$ cat src/rtl/rd_serial_receiver.sv
// RD two-lane serial link receiver: synchronizes the source lines, deframes
// 13-bit odd-parity frames and presents paired words with transfer status.
module rd_serial_receiver #(
    parameter int unsigned MAX_WORDS = 2048
) (
    input  logic        clk_i,
    input  logic        reset_i,
    input  logic        enable_i,
    input  logic        xfr_clk_i,
    input  logic        enable_xfr_i,
    input  logic        serial_in0_i,
    input  logic        serial_in1_i,
    output logic        word_valid_o,
    output logic [11:0] data0_o,
    output logic [11:0] data1_o,
    output logic        perr0_o,
    output logic        perr1_o,
    output logic [15:0] word_count_o,
    output logic [15:0] perr_count_o,
    output logic        busy_o,
    output logic        done_o,
    output logic        overflow_o
);

    localparam int unsigned DATA_W = 12;
    localparam int unsigned CNT_W  = 16;
    localparam int unsigned BCNT_W = 4;
    localparam int unsigned NSYNC  = 4;
    localparam int unsigned XCLK   = 0;
    localparam int unsigned ENX    = 1;
    localparam int unsigned SER0   = 2;
    localparam int unsigned SER1   = 3;
    localparam logic [BCNT_W-1:0] PAR_POS = BCNT_W'(DATA_W);
    localparam logic [CNT_W-1:0]  CNT_MAX = {CNT_W{1'b1}};

    typedef enum logic [2:0] {
        ST_IDLE,
        ST_ARMED,
        ST_DUMMY,
        ST_SHIFT,
        ST_ENDING
    } state_e;

    // Synchronizers and registered edge events
    logic [NSYNC-1:0] sync1_q;
    logic [NSYNC-1:0] sync2_q;
    logic             xclk_dly_q;
    logic             enx_dly_q;
    logic             sample_q;
    logic             rise_q;
    logic             fall_q;
    logic [1:0]       bit_q;

    // Deframer and output state
    state_e              state_q, state_d;
    logic [BCNT_W-1:0]   bitcnt_q, bitcnt_d;
    logic [DATA_W-1:0]   sh0_q, sh0_d;
    logic [DATA_W-1:0]   sh1_q, sh1_d;
    logic [1:0]          par_q, par_d;
    logic                word_valid_q, word_valid_d;
    logic [DATA_W-1:0]   data0_q, data0_d;
    logic [DATA_W-1:0]   data1_q, data1_d;
    logic                perr0_q, perr0_d;
    logic                perr1_q, perr1_d;
    logic [CNT_W-1:0]    wc_q, wc_d;
    logic [CNT_W-1:0]    pc_q, pc_d;
    logic                busy_q, busy_d;
    logic                done_q, done_d;
    logic                ovf_q, ovf_d;
    logic [1:0]          frame_perr;
    logic                frame_end;

    // All four lines share one synchronizer depth so they stay aligned.
    always_ff @(posedge clk_i) begin
        if (reset_i) begin
            sync1_q    <= '0;
            sync2_q    <= '0;
            xclk_dly_q <= 1'b0;
            enx_dly_q  <= 1'b0;
            sample_q   <= 1'b0;
            rise_q     <= 1'b0;
            fall_q     <= 1'b0;
            bit_q      <= '0;
        end else begin
            sync1_q    <= {serial_in1_i, serial_in0_i, enable_xfr_i, xfr_clk_i};
            sync2_q    <= sync1_q;
            xclk_dly_q <= sync2_q[XCLK];
            enx_dly_q  <= sync2_q[ENX];
            sample_q   <= sync2_q[XCLK] & ~xclk_dly_q;
            rise_q     <= sync2_q[ENX] & ~enx_dly_q;
            fall_q     <= ~sync2_q[ENX] & enx_dly_q;
            bit_q      <= sync2_q[SER1:SER0];
        end
    end

    always_ff @(posedge clk_i) begin
        if (reset_i) begin
            state_q      <= ST_IDLE;
            bitcnt_q     <= '0;
            sh0_q        <= '0;
            sh1_q        <= '0;
            par_q        <= '0;
            word_valid_q <= 1'b0;
            data0_q      <= '0;
            data1_q      <= '0;
            perr0_q      <= 1'b0;
            perr1_q      <= 1'b0;
            wc_q         <= '0;
            pc_q         <= '0;
            busy_q       <= 1'b0;
            done_q       <= 1'b0;
            ovf_q        <= 1'b0;
        end else begin
            state_q      <= state_d;
            bitcnt_q     <= bitcnt_d;
            sh0_q        <= sh0_d;
            sh1_q        <= sh1_d;
            par_q        <= par_d;
            word_valid_q <= word_valid_d;
            data0_q      <= data0_d;
            data1_q      <= data1_d;
            perr0_q      <= perr0_d;
            perr1_q      <= perr1_d;
            wc_q         <= wc_d;
            pc_q         <= pc_d;
            busy_q       <= busy_d;
            done_q       <= done_d;
            ovf_q        <= ovf_d;
        end
    end

    // Odd parity: a lane fails when its 13 bits hold an even number of ones.
    assign frame_perr = ~(par_q ^ bit_q);

    always_comb begin
        state_d      = state_q;
        bitcnt_d     = bitcnt_q;
        sh0_d        = sh0_q;
        sh1_d        = sh1_q;
        par_d        = par_q;
        word_valid_d = 1'b0;
        data0_d      = data0_q;
        data1_d      = data1_q;
        perr0_d      = perr0_q;
        perr1_d      = perr1_q;
        wc_d         = wc_q;
        pc_d         = pc_q;
        busy_d       = busy_q;
        done_d       = 1'b0;
        ovf_d        = ovf_q;
        frame_end    = 1'b0;

        if (!enable_i) begin
            state_d = ST_IDLE;
            busy_d  = 1'b0;
        end else begin
            unique case (state_q)
                ST_IDLE: begin
                    state_d = ST_ARMED;
                end
                ST_ARMED: begin
                    if (rise_q) begin
                        wc_d     = '0;
                        pc_d     = '0;
                        ovf_d    = 1'b0;
                        busy_d   = 1'b1;
                        bitcnt_d = '0;
                        par_d    = '0;
                        state_d  = ST_DUMMY;
                    end
                end
                ST_DUMMY: begin
                    // First sample carries idle line state and is discarded.
                    if (fall_q) begin
                        done_d  = 1'b1;
                        busy_d  = 1'b0;
                        state_d = ST_ARMED;
                    end else if (sample_q) begin
                        bitcnt_d = '0;
                        par_d    = '0;
                        state_d  = ST_SHIFT;
                    end
                end
                ST_SHIFT: begin
                    if (sample_q) begin
                        if (bitcnt_q != PAR_POS) begin
                            sh0_d    = {sh0_q[DATA_W-2:0], bit_q[0]};
                            sh1_d    = {sh1_q[DATA_W-2:0], bit_q[1]};
                            par_d    = par_q ^ bit_q;
                            bitcnt_d = bitcnt_q + BCNT_W'(1);
                        end else begin
                            frame_end = 1'b1;
                            if (32'(wc_q) < MAX_WORDS) begin
                                word_valid_d = 1'b1;
                                data0_d      = sh0_q;
                                data1_d      = sh1_q;
                                perr0_d      = frame_perr[0];
                                perr1_d      = frame_perr[1];
                                wc_d         = wc_q + CNT_W'(1);
                                if ((|frame_perr) && (pc_q != CNT_MAX)) begin
                                    pc_d = pc_q + CNT_W'(1);
                                end
                            end else begin
                                ovf_d = 1'b1;
                            end
                            bitcnt_d = '0;
                            par_d    = '0;
                        end
                    end
                    // A completing frame is delivered before the end of transfer.
                    if (fall_q) begin
                        if (frame_end) begin
                            state_d = ST_ENDING;
                        end else begin
                            done_d  = 1'b1;
                            busy_d  = 1'b0;
                            state_d = ST_ARMED;
                        end
                    end
                end
                ST_ENDING: begin
                    done_d  = 1'b1;
                    busy_d  = 1'b0;
                    state_d = ST_ARMED;
                end
                default: begin
                    state_d = ST_IDLE;
                end
            endcase
        end
    end

    assign word_valid_o = word_valid_q;
    assign data0_o      = data0_q;
    assign data1_o      = data1_q;
    assign perr0_o      = perr0_q;
    assign perr1_o      = perr1_q;
    assign word_count_o = wc_q;
    assign perr_count_o = pc_q;
    assign busy_o       = busy_q;
    assign done_o       = done_q;
    assign overflow_o   = ovf_q;

endmodule
$ cat config.mk
export PLATFORM = sky130hd
export DESIGN_NAME = rd_serial_receiver
export DESIGN_NICKNAME = d
export VERILOG_FILES = /design/src/rtl/rd_serial_receiver.sv
export SDC_FILE = /design/constraint.sdc
export NUM_CORES = 1
export LEC_CHECK = 0
export BUFFER_PORTS_ARGS = -buffer_cell sky130_fd_sc_hd__buf_2
export CAP_MARGIN = 40
export CORE_ASPECT_RATIO = 1.5
export CORE_MARGIN = 5
export CORE_UTILIZATION = 35
export DETAILED_ROUTE_END_ITERATION = 8
export GPL_TIMING_DRIVEN = 0
export SLEW_MARGIN = 20
export SYNTH_ARGS = -nofsm -noshare
export SYNTH_HDL_FRONTEND = slang
export SYNTH_SLANG_ARGS = --single-unit
$ cat constraint.sdc
create_clock -name clk_i -period 2.4 [get_ports clk_i]
set_clock_uncertainty 0.05 [all_clocks]
set_input_delay 0.24 -clock clk_i [delete_from_list [all_inputs] [get_ports clk_i]]
set_output_delay 0.24 -clock clk_i [all_outputs]
set_load 0.1 [all_outputs]
# --- Word-level counts from Yosys, hierarchy flattened ---
# Index checks and enable logic that the tools add are counted.
# Widths: inputs -> output; s select.
word_totals:
  ff_bits: 110
  elab_cells: 121
  input_bits: 7
  out_inout_bits: 62
op_classes:
  eq_ne: 18
  reduce_logical: 17
  bitwise: 12
  n_mux: 47
  addsub: 3
  n_lt_le_gt_ge: 1
ops:
  columns: ["operator", "n"]
  rows:
  - ["$mux 16", 8]
  - ["$pmux 16 s2", 2]
  - ["$add 16x1->16 const B", 2]
  - ["$ne 2x2->1 const B", 11]
  - ["$mux 4", 5]
  - ["$reduce_and 6->1", 3]
  - ["$lt 16x12->1 const B", 1]
  - ["$mux 1", 16]
  - ["$ne 16x16->1 const B", 1]
  - ["$mux 3", 5]
  - ["$pmux 3 s4", 1]
  - ["$pmux 4 s3", 1]
  - ["$mux 2", 5]
  - ["$reduce_and 5->1", 2]
  - ["$not 1->1", 7]
  - ["$reduce_and 7->1", 1]
  - ["$eq 3x2->1 const B", 2]
  - ["$pmux 2 s3", 1]
  - ["$reduce_or 2->1", 3]
  - ["$reduce_or 5->1", 1]
  - ["$add 4x1->4 const B", 1]
  - ["$ne 4x4->1 const B", 1]
  - ["$pmux 1 s4", 1]
  - ["$reduce_and 4->1", 1]
  - ["14 further kinds", 16]

# --- Depth between registers and ports, before layout ---
logic_depth:
  word_depth: 9
  ltp_mapped: 8
  ltp_nobuf: 7

# --- Worst setup path after synthesis ---
# Ideal clock, no wire load.
synth_timing:
  path_kind: "flip-flop to flip-flop"
  from: "reg pc_q[6] (netlist: perr_count_o[6])"
  to: "reg pc_q[8] (netlist: perr_count_o[8])"
  path_buffers: 1
  required_ns: 2.176
  arrival_time_ns: 2.661
  stages_incl_launch_ff: 7
  slack_ns: -0.485
  setup_time_ns: 0.174
  period_less_slack_ns: 2.885
  path_cell_list: "dfxtp_1 -> buf_2 -> nand4_1 -> nor4_2 -> a2111oi_2 -> a41oi_1 -> a31oi_1"
synth_via:
  elab_chain_len: 6
synth_rtl:
  columns: ["element", "line", "rtl"]
  rows:
  - ["start: declaration", "66", "logic [CNT_W-1:0] pc_q, pc_d;"]
  - ["start signal: assignment", "125", "pc_q <= pc_d;"]
  - ["$add 16x1->16", "201", "pc_d = pc_q + CNT_W'(1);"]
  - ["$mux 16", "200", "if ((|frame_perr) && (pc_q != CNT_MAX)) begin"]
  - ["$mux 16", "193", "if (32'(wc_q) < MAX_WORDS) begin"]
  - ["$mux 16", "186", "if (bitcnt_q != PAR_POS) begin"]
  - ["$mux 16", "185", "if (sample_q) begin"]
  - ["$pmux 16 s2", "157", "unique case (state_q)"]
# Several ways; a longest one is shown, not always the timed one. The select of a mux whose other input is x is not followed.
# A chain may end at the register's enable or synchronous reset.

# --- Final worst setup path ---
layout_timing:
  from: "reg wc_q[15] (netlist: word_count_o[15])"
  to: "reg wc_q[8] (netlist: word_count_o[8])"
layout_via:
  elab_chain_len: 3
layout_rtl:
  columns: ["element", "line", "rtl"]
  rows:
  - ["start: declaration", "65", "logic [CNT_W-1:0] wc_q, wc_d;"]
  - ["start signal: assignment", "124", "wc_q <= wc_d;"]
  - ["$lt 16x12->1", "193", null]
  - ["$ne 2x2->1 (no line)", null, null]
  - ["$reduce_and 6->1 (no line)", null, null]
# Every way passes these cells.

==> impl_metrics.json <==
{
  "criticalPathCategory": "flop to flop",
  "grt-ovfl-total": 0,
  "powerDensity_nw_per_um2": 646,
  "die_y_microns": 147,
  "n_antenna_cell": 0,
  "cts_buffers": 9,
  "grt_usage": 0.151,
  "crit_family": "simple AND/OR/NAND/NOR gates",
  "fillers": 1304,
  "clkLatencyLatePin_ns": 0.35,
  "finalCritPeriodShare": 0.948,
  "path_buf_inv": 1,
  "fin_cells": 770,
  "async_flop_share": 0,
  "synth-edff-count": 0,
  "grt_antenna_before_repair": 0,
  "htree_levels": 3,
  "maxCapViolCount": 0,
  "yosysWarningCount": 0,
  "dp_hpwl_microns": 8300,
  "routed_via_density": 5.22,
  "design_area_sq_um": 5360,
  "cp_slowest_cell": "or4_4",
  "synthesis.nets": 536,
  "grt_max_degree": 20,
  "synth.distinct_cells": 52,
  "report.final.slew_viol_count": 0,
  "nets": 620,
  "die_x_microns": 101,
  "cp.arrival_ns": 2.45,
  "cp_data_required_time_ns": 2.57,
  "dp.cells": 748,
  "syn_inst": 525,
  "dieArea_sq_um": 14900,
  "grt_pass1_wl_microns": 18200,
  "path_max_fanout": 10,
  "start_kind": "flop",
  "hold_viol_final": 0,
  "vias": 4021,
  "run_status": "completed",
  "worst_slew_pin_slew_ns": 0.807,
  "clk_pin_slew_ns": 0.07,
  "power_leakage_nw": 2.04,
  "setup_tns_ns": 0,
  "drtAntennaViolNets": 0,
  "port_buffers": 67,
  "cts.path.max_buffers": 2,
  "synth_seq_area_share": 0.501,
  "ios": 69,
  "finalSetupViolCount": 0,
  "row_count": 50,
  "first_global_vias": 3816,
  "drive_gt1_frac": 0.215,
  "syn_area_sq_um": 4390,
  "drcViolationCount": 0,
  "wl_per_cell_microns": 14.6,
  "ys_seq_elements": 110,
  "slew_headroom": 0.457,
  "areaGrowthSynthToFinish_pct": 22.0,
  "max_stage_delay_ns": 0.56,
  "start_util": 0.355,
  "postSynthAreaPerCell_sq_um": 8.37,
  "clock.fmax_mhz": 440,
  "path_cells": "or4_4 > or4_4 > clkbuf_2 > a21oi_1 > xnor2_1 > nor2_1",
  "gp_congestion": 0.861,
  "synthFlopType": "dfxtp_1",
  "wirelength_microns": 11200,
  "fin_crit_ns": 2.27,
  "ir_drop_v": 0.000319,
  "cts_root_buffer": "clkbuf_16",
  "crit_path_frequent_cell": "or4_4",
  "cts_sinks": 110,
  "core_area_sq_um": 12400,
  "hold_class": "input pin to flop",
  "critPathCaptureType": "flop",
  "tritoncts": "done",
  "layout_commonest_cell": "nand2_1",
  "firstDrtPassIters": 5,
  "dpl-instance-area_sq_um": 4960,
  "most-common-layout-cells": "nand2_1, dfxtp_1, a21oi_1",
  "drt_iter0_drc": 128
}
-- synthesized netlist by cell type (3+ instances only) --
library cell    n  area [sq um]
nand3_1        12          60.1
nor3b_1         4          30.0
a21oi_1        71           355
buf_2           4          20.0
a211oi_1        3          22.5
inv_1           8          30.0
a31oi_1        12          75.1
and3_1          9          56.3
nand2_1       125           469
xor2_1          4          35.0
xnor2_1         6          52.6
nand4_1         7          43.8
nor4_1          4          25.0
nor2b_1        16           100
dfxtp_1       110          2200
ha_1            4          50.1
o2111ai_1       3          26.3
or2_2           4          25.0
nor2_1         36           135
o21ai_0         7          35.0
clkbuf_1       23          86.3
and4_1          4          35.0
a41oi_1         5          43.8
-- final timing paths --
path / startpoint / endpoint / slack (ns) / cells past startpoint
setup / recovery: word_count_o[15]$_SDFFE_PP0P_ / word_count_o[8]$_SDFFE_PP0P_ / 0.13 / 6
hold / removal: serial_in1_i / sync1_q[3]$_SDFF_PP0_ / 0.05 / 2
setup reg to reg: word_count_o[15]$_SDFFE_PP0P_ / word_count_o[8]$_SDFFE_PP0P_ / 0.13 / 6
hold reg to reg: xclk_dly_q$_SDFF_PP0_ / sample_q$_SDFF_PP0_ / 0.33 / 1
-- metal layers --
layer  vias up  track usage  part of all wire
met5         -            0                 0
met4         0       0.0552             0.021
met3        16       0.0295             0.056
met2       101        0.272              0.52
met1      1913        0.173              0.41
li1       1991            -                 -
-- flip-flops by register name, summed over array words and instances (netlist names), 12 cells and up --
register	cells
perr_count_o	16
word_count_o	16
data0_o	12
data1_o	12
sh0_q	12
sh1_q	12
-- metrics by stage --
step / hold slack, ns / util / total power [mW] / setup WS [ns]
3_5_place_dp: 0.326 / 0.400 / 1.96 / -0.245
2_1_floorplan: 0.317 / - / 1.93 / 0.0304
3_3_place_gp: 0.322 / 0.400 / 1.95 / -0.201
5_1_grt: 0.0603 / 0.433 / 3.58 / -0.00642
6_report: 0.0490 / 0.433 / 3.46 / 0.125
4_1_cts: 0.0435 / 0.429 / 3.50 / 0.00232
-- kinds of logic after synthesis --
family / Yosys count / share of synthesized area
multiplexers: 1 / 0.00256
AND/OR/NAND/NOR: 241 / 0.259
adder cells (fa/ha/maj): 4 / 0.0114
AO/OA/AOI/OAI: 123 / 0.174
XOR/XNOR: 10 / 0.0199
buffers and inverters: 36 / 0.0319
flip-flops: 110 / 0.501
-- final cells by class --
type | instances | area [sq um] | share of cell area
flip-flops and latches | 110 | 2220 | 0.415
multi-input cells | 379 | 2100 | 0.392
repair buffers | 73 | 380 | 0.0709
clock buffers | 10 | 239 | 0.0446
well taps | 156 | 195 | 0.0364
plain buffers | 28 | 119 | 0.0222
clock inverters | 6 | 75.1 | 0.0140
inverters | 8 | 30.0 | 0.00560
-- power breakdown --
group | leakage [nW] | switching [mW] | internal, mW | total (mW)
logic | 0.992 | 0.0560 | 0.0202 | 0.0761
clock network | 0.152 | 0.694 | 0.855 | 1.55
registers | 0.897 | 0.00419 | 1.83 | 1.84
total | 2.04 | 0.754 | 2.71 | 3.46
-- what timing repair did --
item / 4_1_cts / 5_1_grt
hold buffers: 0 / 0
cloned: 0 / 0
pin swaps: 0 / 3
endpoints found under the setup margin: 39 / 32
setup buffers: 2 / 4
resized for setup: 5 / 11
No activity file was read; power rests on OpenSTA's default activity.
